--- src/rtl/vdp_palette_pkg.sv ---
// Colour back-end constants: screen mode codes, reset palette, G7 sprite colours, channel expansion.
// Latency: none (definitions only).
// Backpressure: not applicable.
package vdp_palette_pkg;

  // Screen mode codes, same encoding as the timing controller.
  localparam logic [4:0] MODE_G1 = 5'b00000;
  localparam logic [4:0] MODE_T1 = 5'b00001;
  localparam logic [4:0] MODE_MC = 5'b00010;
  localparam logic [4:0] MODE_G2 = 5'b00100;
  localparam logic [4:0] MODE_G3 = 5'b01000;
  localparam logic [4:0] MODE_T2 = 5'b01001;
  localparam logic [4:0] MODE_G4 = 5'b01100;
  localparam logic [4:0] MODE_G5 = 5'b10000;
  localparam logic [4:0] MODE_G6 = 5'b10100;
  localparam logic [4:0] MODE_G7 = 5'b11100;

  // Palette entries are packed {R,G,B}, 3 bits each, so each octal literal reads R,G,B.
  localparam logic [8:0] PAL_DEFAULT [16] = '{
    9'o000, 9'o000, 9'o161, 9'o373, 9'o117, 9'o237, 9'o511, 9'o267,
    9'o711, 9'o733, 9'o661, 9'o664, 9'o141, 9'o625, 9'o555, 9'o777
  };

  // Fixed G7 sprite colours, stored in the same GGGRRRBB byte format as G7 pixels.
  localparam logic [7:0] G7_SPRITE [16] = '{
    8'h00, 8'h01, 8'h0C, 8'h0D, 8'h60, 8'h61, 8'h6C, 8'h6D,
    8'h9D, 8'h03, 8'h1C, 8'h1F, 8'hE0, 8'hE3, 8'hFC, 8'hFF
  };

  // Palette write byte phase: colour byte (R/B) first, then G byte.
  typedef enum logic {
    PH_FIRST  = 1'b0,
    PH_SECOND = 1'b1
  } phase_e;

  // Stretch a 3-bit level to 5 bits so 0 -> 0 and 7 -> 31.
  function automatic logic [4:0] expand3to5(input logic [2:0] c);
    return {c, c[2:1]};
  endfunction

endpackage

--- src/rtl/vdp_palette_writer.sv ---
// CPU palette write path: R#16 index, two-byte entry assembly, 16x9 flop storage with comb read port.
// Latency: entry visible on the read port the cycle after the second byte's edge.
// Backpressure: none; strobes are always accepted, index write wins over a simultaneous data byte.
module vdp_palette_writer
  import vdp_palette_pkg::*;
(
  input  logic       clk,
  input  logic       reset_n,
  input  logic       index_wr_i,
  input  logic [3:0] index_i,
  input  logic       data_wr_i,
  input  logic [7:0] data_i,
  input  logic [3:0] rd_idx_i,
  output logic [8:0] rd_dat_o
);

  phase_e     phase_q, phase_d;
  logic [3:0] index_q, index_d;
  logic [2:0] r_lat_q, r_lat_d;
  logic [2:0] b_lat_q, b_lat_d;
  logic [8:0] pal_q [16];
  logic [8:0] pal_d [16];

  // Write state and storage; reset reloads the default palette.
  always_ff @(posedge clk or negedge reset_n) begin
    if (!reset_n) begin
      phase_q <= PH_FIRST;
      index_q <= '0;
      r_lat_q <= '0;
      b_lat_q <= '0;
      for (int i = 0; i < 16; i++) pal_q[i] <= PAL_DEFAULT[i];
    end else begin
      phase_q <= phase_d;
      index_q <= index_d;
      r_lat_q <= r_lat_d;
      b_lat_q <= b_lat_d;
      pal_q   <= pal_d;
    end
  end

  // Next state: index write resets the byte phase; second byte commits and auto-increments.
  always_comb begin
    phase_d = phase_q;
    index_d = index_q;
    r_lat_d = r_lat_q;
    b_lat_d = b_lat_q;
    pal_d   = pal_q;
    if (index_wr_i) begin
      index_d = index_i;
      phase_d = PH_FIRST;
    end else if (data_wr_i) begin
      if (phase_q == PH_FIRST) begin
        r_lat_d = data_i[6:4];
        b_lat_d = data_i[2:0];
        phase_d = PH_SECOND;
      end else begin
        pal_d[index_q] = {r_lat_q, data_i[2:0], b_lat_q};
        index_d        = index_q + 4'd1;
        phase_d        = PH_FIRST;
      end
    end
  end

  assign rd_dat_o = pal_q[rd_idx_i];

endmodule

--- src/rtl/vdp_color_palette.sv ---
// Pixel back-end: layer select, sprite overlay, backdrop/blank/mask, palette or G7 direct colour to 5-bit RGB.
// Latency: 2 clk from sampled dot inputs to registered RGB.
// Backpressure: none; one dot per clock, never stalls.
module vdp_color_palette
  import vdp_palette_pkg::*;
(
  input  logic        clk,
  input  logic        reset_n,
  input  logic        screen_active,
  input  logic [12:0] screen_pos_x,
  input  logic [3:0]  t12_display_color,
  input  logic [3:0]  g123m_display_color,
  input  logic [7:0]  g4567_display_color,
  input  logic [3:0]  sprite_display_color,
  input  logic        sprite_display_color_en,
  input  logic [4:0]  reg_screen_mode,
  input  logic        reg_display_on,
  input  logic [7:0]  reg_backdrop_color,
  input  logic        reg_color0_opaque,
  input  logic        reg_left_mask,
  input  logic        palette_index_wr,
  input  logic [3:0]  palette_index,
  input  logic        palette_wr,
  input  logic [7:0]  palette_wdata,
  output logic [4:0]  vdp_r,
  output logic [4:0]  vdp_g,
  output logic [4:0]  vdp_b,
  output logic        vdp_active
);

  // Sub-dot position bits carry no colour information here.
  logic unused_pos;
  assign unused_pos = ^screen_pos_x[3:0];

  logic [7:0] s1_code_q, s1_code_d;
  logic       s1_spr_q, s1_spr_d;
  logic       s1_g7_q, s1_g7_d;
  logic       s1_act_q;
  logic [4:0] r_q, r_d, g_q, g_d, b_q, b_d;
  logic       act_q;

  logic       is_text;
  logic       blank;
  logic [7:0] layer_code;
  logic [7:0] backdrop;
  logic [8:0] pal_rd;
  logic [7:0] g7_byte;

  vdp_palette_writer u_writer (
    .clk        (clk),
    .reset_n    (reset_n),
    .index_wr_i (palette_index_wr),
    .index_i    (palette_index),
    .data_wr_i  (palette_wr),
    .data_i     (palette_wdata),
    .rd_idx_i   (s1_code_q[3:0]),
    .rd_dat_o   (pal_rd)
  );

  // S1: pick the layer code, overlay sprite, then apply transparency and blanking (blank wins).
  always_comb begin
    is_text = (reg_screen_mode == MODE_T1) || (reg_screen_mode == MODE_T2);
    s1_g7_d = (reg_screen_mode == MODE_G7);
    case (reg_screen_mode)
      MODE_T1, MODE_T2:                   layer_code = {4'h0, t12_display_color};
      MODE_G4, MODE_G6:                   layer_code = {4'h0, g4567_display_color[3:0]};
      MODE_G5:                            layer_code = {6'h00, g4567_display_color[1:0]};
      MODE_G7:                            layer_code = g4567_display_color;
      MODE_G1, MODE_G2, MODE_MC, MODE_G3: layer_code = {4'h0, g123m_display_color};
      default:                            layer_code = {4'h0, g123m_display_color};
    endcase
    backdrop  = s1_g7_d ? reg_backdrop_color : {4'h0, reg_backdrop_color[3:0]};
    blank     = !screen_active || !reg_display_on ||
                (reg_left_mask && (screen_pos_x[12:4] < 9'd8));
    s1_code_d = layer_code;
    s1_spr_d  = 1'b0;
    if (sprite_display_color_en && !is_text) begin
      s1_code_d = {4'h0, sprite_display_color};
      s1_spr_d  = 1'b1;
    end
    if ((s1_code_d == 8'h00) && !reg_color0_opaque) begin
      s1_code_d = backdrop;
      s1_spr_d  = 1'b0;
    end
    if (blank) begin
      s1_code_d = backdrop;
      s1_spr_d  = 1'b0;
    end
  end

  // S2: palette lookup, or G7 direct / G7 sprite table, expanded to 5-bit channels.
  always_comb begin
    g7_byte = s1_spr_q ? G7_SPRITE[s1_code_q[3:0]] : s1_code_q;
    if (s1_g7_q) begin
      r_d = expand3to5(g7_byte[4:2]);
      g_d = expand3to5(g7_byte[7:5]);
      b_d = {g7_byte[1:0], g7_byte[1:0], g7_byte[1]};
    end else begin
      r_d = expand3to5(pal_rd[8:6]);
      g_d = expand3to5(pal_rd[5:3]);
      b_d = expand3to5(pal_rd[2:0]);
    end
  end

  // Two pipeline register stages; screen_active travels alongside the colour.
  always_ff @(posedge clk or negedge reset_n) begin
    if (!reset_n) begin
      s1_code_q <= '0;
      s1_spr_q  <= 1'b0;
      s1_g7_q   <= 1'b0;
      s1_act_q  <= 1'b0;
      r_q       <= '0;
      g_q       <= '0;
      b_q       <= '0;
      act_q     <= 1'b0;
    end else begin
      s1_code_q <= s1_code_d;
      s1_spr_q  <= s1_spr_d;
      s1_g7_q   <= s1_g7_d;
      s1_act_q  <= screen_active;
      r_q       <= r_d;
      g_q       <= g_d;
      b_q       <= b_d;
      act_q     <= s1_act_q;
    end
  end

  assign vdp_r      = r_q;
  assign vdp_g      = g_q;
  assign vdp_b      = b_q;
  assign vdp_active = act_q;

endmodule
--- config.mk ---
export PLATFORM = sky130hd
export DESIGN_NAME = vdp_color_palette
export DESIGN_NICKNAME = d
export VERILOG_FILES = /design/src/rtl/vdp_palette_pkg.sv /design/src/rtl/vdp_palette_writer.sv /design/src/rtl/vdp_color_palette.sv
export SDC_FILE = /design/constraint.sdc
export NUM_CORES = 1
export LEC_CHECK = 0
export ABC_CLOCK_PERIOD_IN_PS = 2700
export CORE_UTILIZATION = 49
export CTS_CLUSTER_DIAMETER = 100
export DETAILED_ROUTE_END_ITERATION = 12
export GPL_ROUTABILITY_DRIVEN = 0
export PLACE_DENSITY = 0.74
export SETUP_SLACK_MARGIN = 0.15
export SYNTH_ARGS = -nofsm -noshare
export SYNTH_HDL_FRONTEND = slang
export SYNTH_HIERARCHICAL = 1
export SYNTH_SLANG_ARGS = --single-unit
--- constraint.sdc ---
create_clock -name clk -period 2.7 [get_ports clk]
set_clock_uncertainty 0.15 [all_clocks]
set_input_delay 0.27 -clock clk [delete_from_list [all_inputs] [get_ports clk]]
set_output_delay 0.27 -clock clk [all_outputs]
set_load 0.01 [all_outputs]
==> flow_summary.toml <==
[run_status]
status = "finished clean"

[pwr]
switching_share_pct = 25.74
clockPowerShare_pct = 34.4
leakage_nw = 4.518
p_int_mw = 5.226
seq_power_share_pct = 49.1
power_mw = 7.037
ir_drop_v = 0.0006941
pwr-share-comb_pct = 16.5
powerDensity_nw_per_um2 = 684.6
power_switching_mw = 1.811

[cells_and_area]
final_common_cell = "mux2_2"
diodes = 0
area_growth_pct = 19.96
fill_cells = 1295
drive_gt1_share_pct = 52.54
final_cell_mix = "mux2_2 (132), dfrtp_1 (100), dfstp_2 (77)"
fin_nets = 747
fin_area_sq_um = 10280
stdcell_count = 909

[logic_synthesis]
yosysWarnings = 6
async_flop_share_pct = 100.0
yosys_register_bits = 178
ys_types = 59
seq_area_frac_synth_pct = 53.10
synthCells = 584
ys.flop_type = "dfrtp_1"
synth_top_cell_area_share_pct = 29.49
syn_nets = 655
synth_top_cell_by_area = "dfrtp_1"
synth_area_leaders = "dfrtp_1 (29%), dfstp_2 (24%), mux2_2 (17%)"
syn_area_per_cell_sq_um = 14.67
synthesis.area_sq_um = 8569
synth_edf_count = 0

[floorplan]
dieHeight_microns = 134.2
start_util_pct = 50.95
die_w_microns = 134.2
die_area_sq_um = 18020
io_pins = 83
core-area_sq_um = 16820
row_count = 47

[worst_setup_path]
r2r_start = "s1_code_q[0]$_DFF_PN0_"
cp.depth = 7
timing.critical_path.to = "s1_spr_q$_DFF_PN0_"
r2r_slack_ns = 0.51
critPathMaxStageDelay_ns = 0.57
worstSetupPathType = "input port to flip-flop"
path_cells = "clkdlybuf4s50_1, or4b_1, o31a_2, mux2i_4, nor4_2, a21oi_2, and3_1"
crit_buf_inv = 1
cpLargestDelayFamily = "simple AND/OR/NAND/NOR gates"
critPathCaptureType = "flip-flop"
crit_start = "reg_screen_mode[0]"
required_ns = 2.87
slowest_stage = "or4b_1"
ff2ff_path_depth = 6
critPathArrivalTime_ns = 2.54
startpoint_type = "input port"
crit_fanout = 7
reg2reg_to = "vdp_r[3]$_DFF_PN0_"

[timing]
slew_headroom_pct = 57.50
fin_crit_ns = 2.376
drv_slew = 0
rsz0062_at_grt = "false"
period_share_pct = 88.01
fmax_mhz = 420.8
setup_viol = 0
hold_viol_final = 0
tightest_slew_ns = 0.6355

[clock_network]
cts_inserted_buffers = 17
cts_tree = "done"
clkLatencyLatePin_ns = 0.43
htreeDepth = 4
clock-root-buffer = "clkbuf_16"
cts.reportedPaths.clkPinSlew_ns = 0.06
cts-resized-gates = 0
cts_buffer_depth = 2
clkSinkCount = 178

[global_route]
antenna_found_initial = 0
grt_max_degree = 63
grt_overflow = 0
grt_pass1_vias = 5645
grt_first_pass_wirelength_microns = 30570
grt_usage_pct = 22.61

[route]
drt_wl_total_microns = 18670
wire_per_inst_microns = 20.53
dr.first_iter.drc_count = 286
vias = 5135
route.detailed.drc = 0
routed_via_density = 5.649
drtPass1Iterations = 4
antenna_left = 0

[placed_design]
placed_cell_area_sq_um = 9678
dp_cells = 876
dp_hpwl_microns = 12780
portBuffers = 73

[worst_hold_path]
hold_path_class = "input port to flip-flop"

[run]
maxCapViolations = 0
## worst min-delay path by stage
stage | start | endpoint | cells past startpoint
after CTS | screen_active | s1_act_q$_DFF_PN0_ | 1
after floorplan | reset_n | s1_act_q$_DFF_PN0_ | 0
after global routing | screen_active | s1_act_q$_DFF_PN0_ | 1
final | screen_active | s1_act_q$_DFF_PN0_ | 1
after detailed placement | reset_n | u_writer/pal_q[16]$_DFFE_PN0P_ | 1
after global placement | reset_n | u_writer/pal_q[16]$_DFFE_PN0P_ | 1
## metrics by stage
stage	setup TNS, ns	util [%]	setup slack (ns)	hold slack (ns)
CTS	0	61.12	0.3136	0.1793
finish	0	61.12	0.3238	0.1911
global placement	-0.03317	57.54	-0.03317	0.1216
global route	0	61.12	0.1866	0.1825
floorplan	0	-	0.5061	-0.1756
detailed placement	-0.6181	57.54	-0.1446	0.1313
## power by group through the flow
stage	Sequential [mW]	Combinational (mW)	Clock, mW
5_1_grt	3.50	1.26	2.59
6_report	3.45	1.16	2.42
3_3_place_gp	3.44	1.13	0
3_5_place_dp	3.49	1.17	0
2_1_floorplan	3.36	0.810	0
4_1_cts	3.45	1.17	2.49
## state kept, by name (all words and copies together), names as in the netlist
signal	cells
u_writer/phase_q	1
vdp_b	5
s1_act_q	1
s1_g7_q	1
u_writer/b_lat_q	3
s1_spr_q	1
u_writer/pal_q	144
vdp_g	3
vdp_active	1
s1_code_q	8
vdp_r	3
u_writer/index_q	4
u_writer/r_lat_q	3
## synth_stat cells, drive strengths merged (2+ instances only)
library cell	n
mux2	151
dfrtp	101
dfstp	77
mux4	36
nor2	29
nand2	25
buf	23
a22oi	19
clkbuf	15
mux2i	13
o21ai	13
inv	9
a31oi	8
nor3b	6
a21oi	5
nand3	5
ha	4
nand2b	4
and3	3
nand4b	3
or3	3
and2	2
and4bb	2
nand3b	2
nor2b	2
nor3	2
o211ai	2
or2	2
xnor2	2
## layout make-up
| class | count | area [sq um] | share of cell area, % |
|---|---|---|---|
| inverter | 9 | 33.78 | 0.3286 |
| tap | 220 | 275.3 | 2.678 |
| clock inverter | 14 | 141.4 | 1.375 |
| timing repair buffer | 111 | 1070 | 10.41 |
| multi-input combinational | 359 | 3757 | 36.55 |
| clock buffer | 18 | 450.4 | 4.382 |
| sequential | 178 | 4552 | 44.28 |
## kinds of logic (layout without fill, tap and decap cells)
logic type                 count (synthesis)  in the layout  share of synthesized area (%)
adders and majority gates                  4              4                         0.5841
and+or+nand+nor                           99             99                          7.038
buffers and inverters                     47            152                          3.051
xor gates and xnor gates                   3              3                         0.3067
muxes                                    200            200                          31.76
DFF                                      178            178                          53.10
AOI/OAI and AO/OA                         53             53                          4.161
## layer usage
| layer | GRT usage [%] | wire (microns) | vias up |
|---|---|---|---|
| li1 | - | - | 2339 |
| met1 | 28.55 | 7839 | 2663 |
| met2 | 38.95 | 9641 | 113 |
| met3 | 5.556 | 941 | 20 |
| met4 | 5.868 | 243 | 0 |
| met5 | 0 | 0 | - |
## timing repair
action	4_1_cts	5_1_grt
setup buffers	0	0
hold endpoints to repair	33	0
hold buffers	1	0
(Power assumes the default switching activity.)
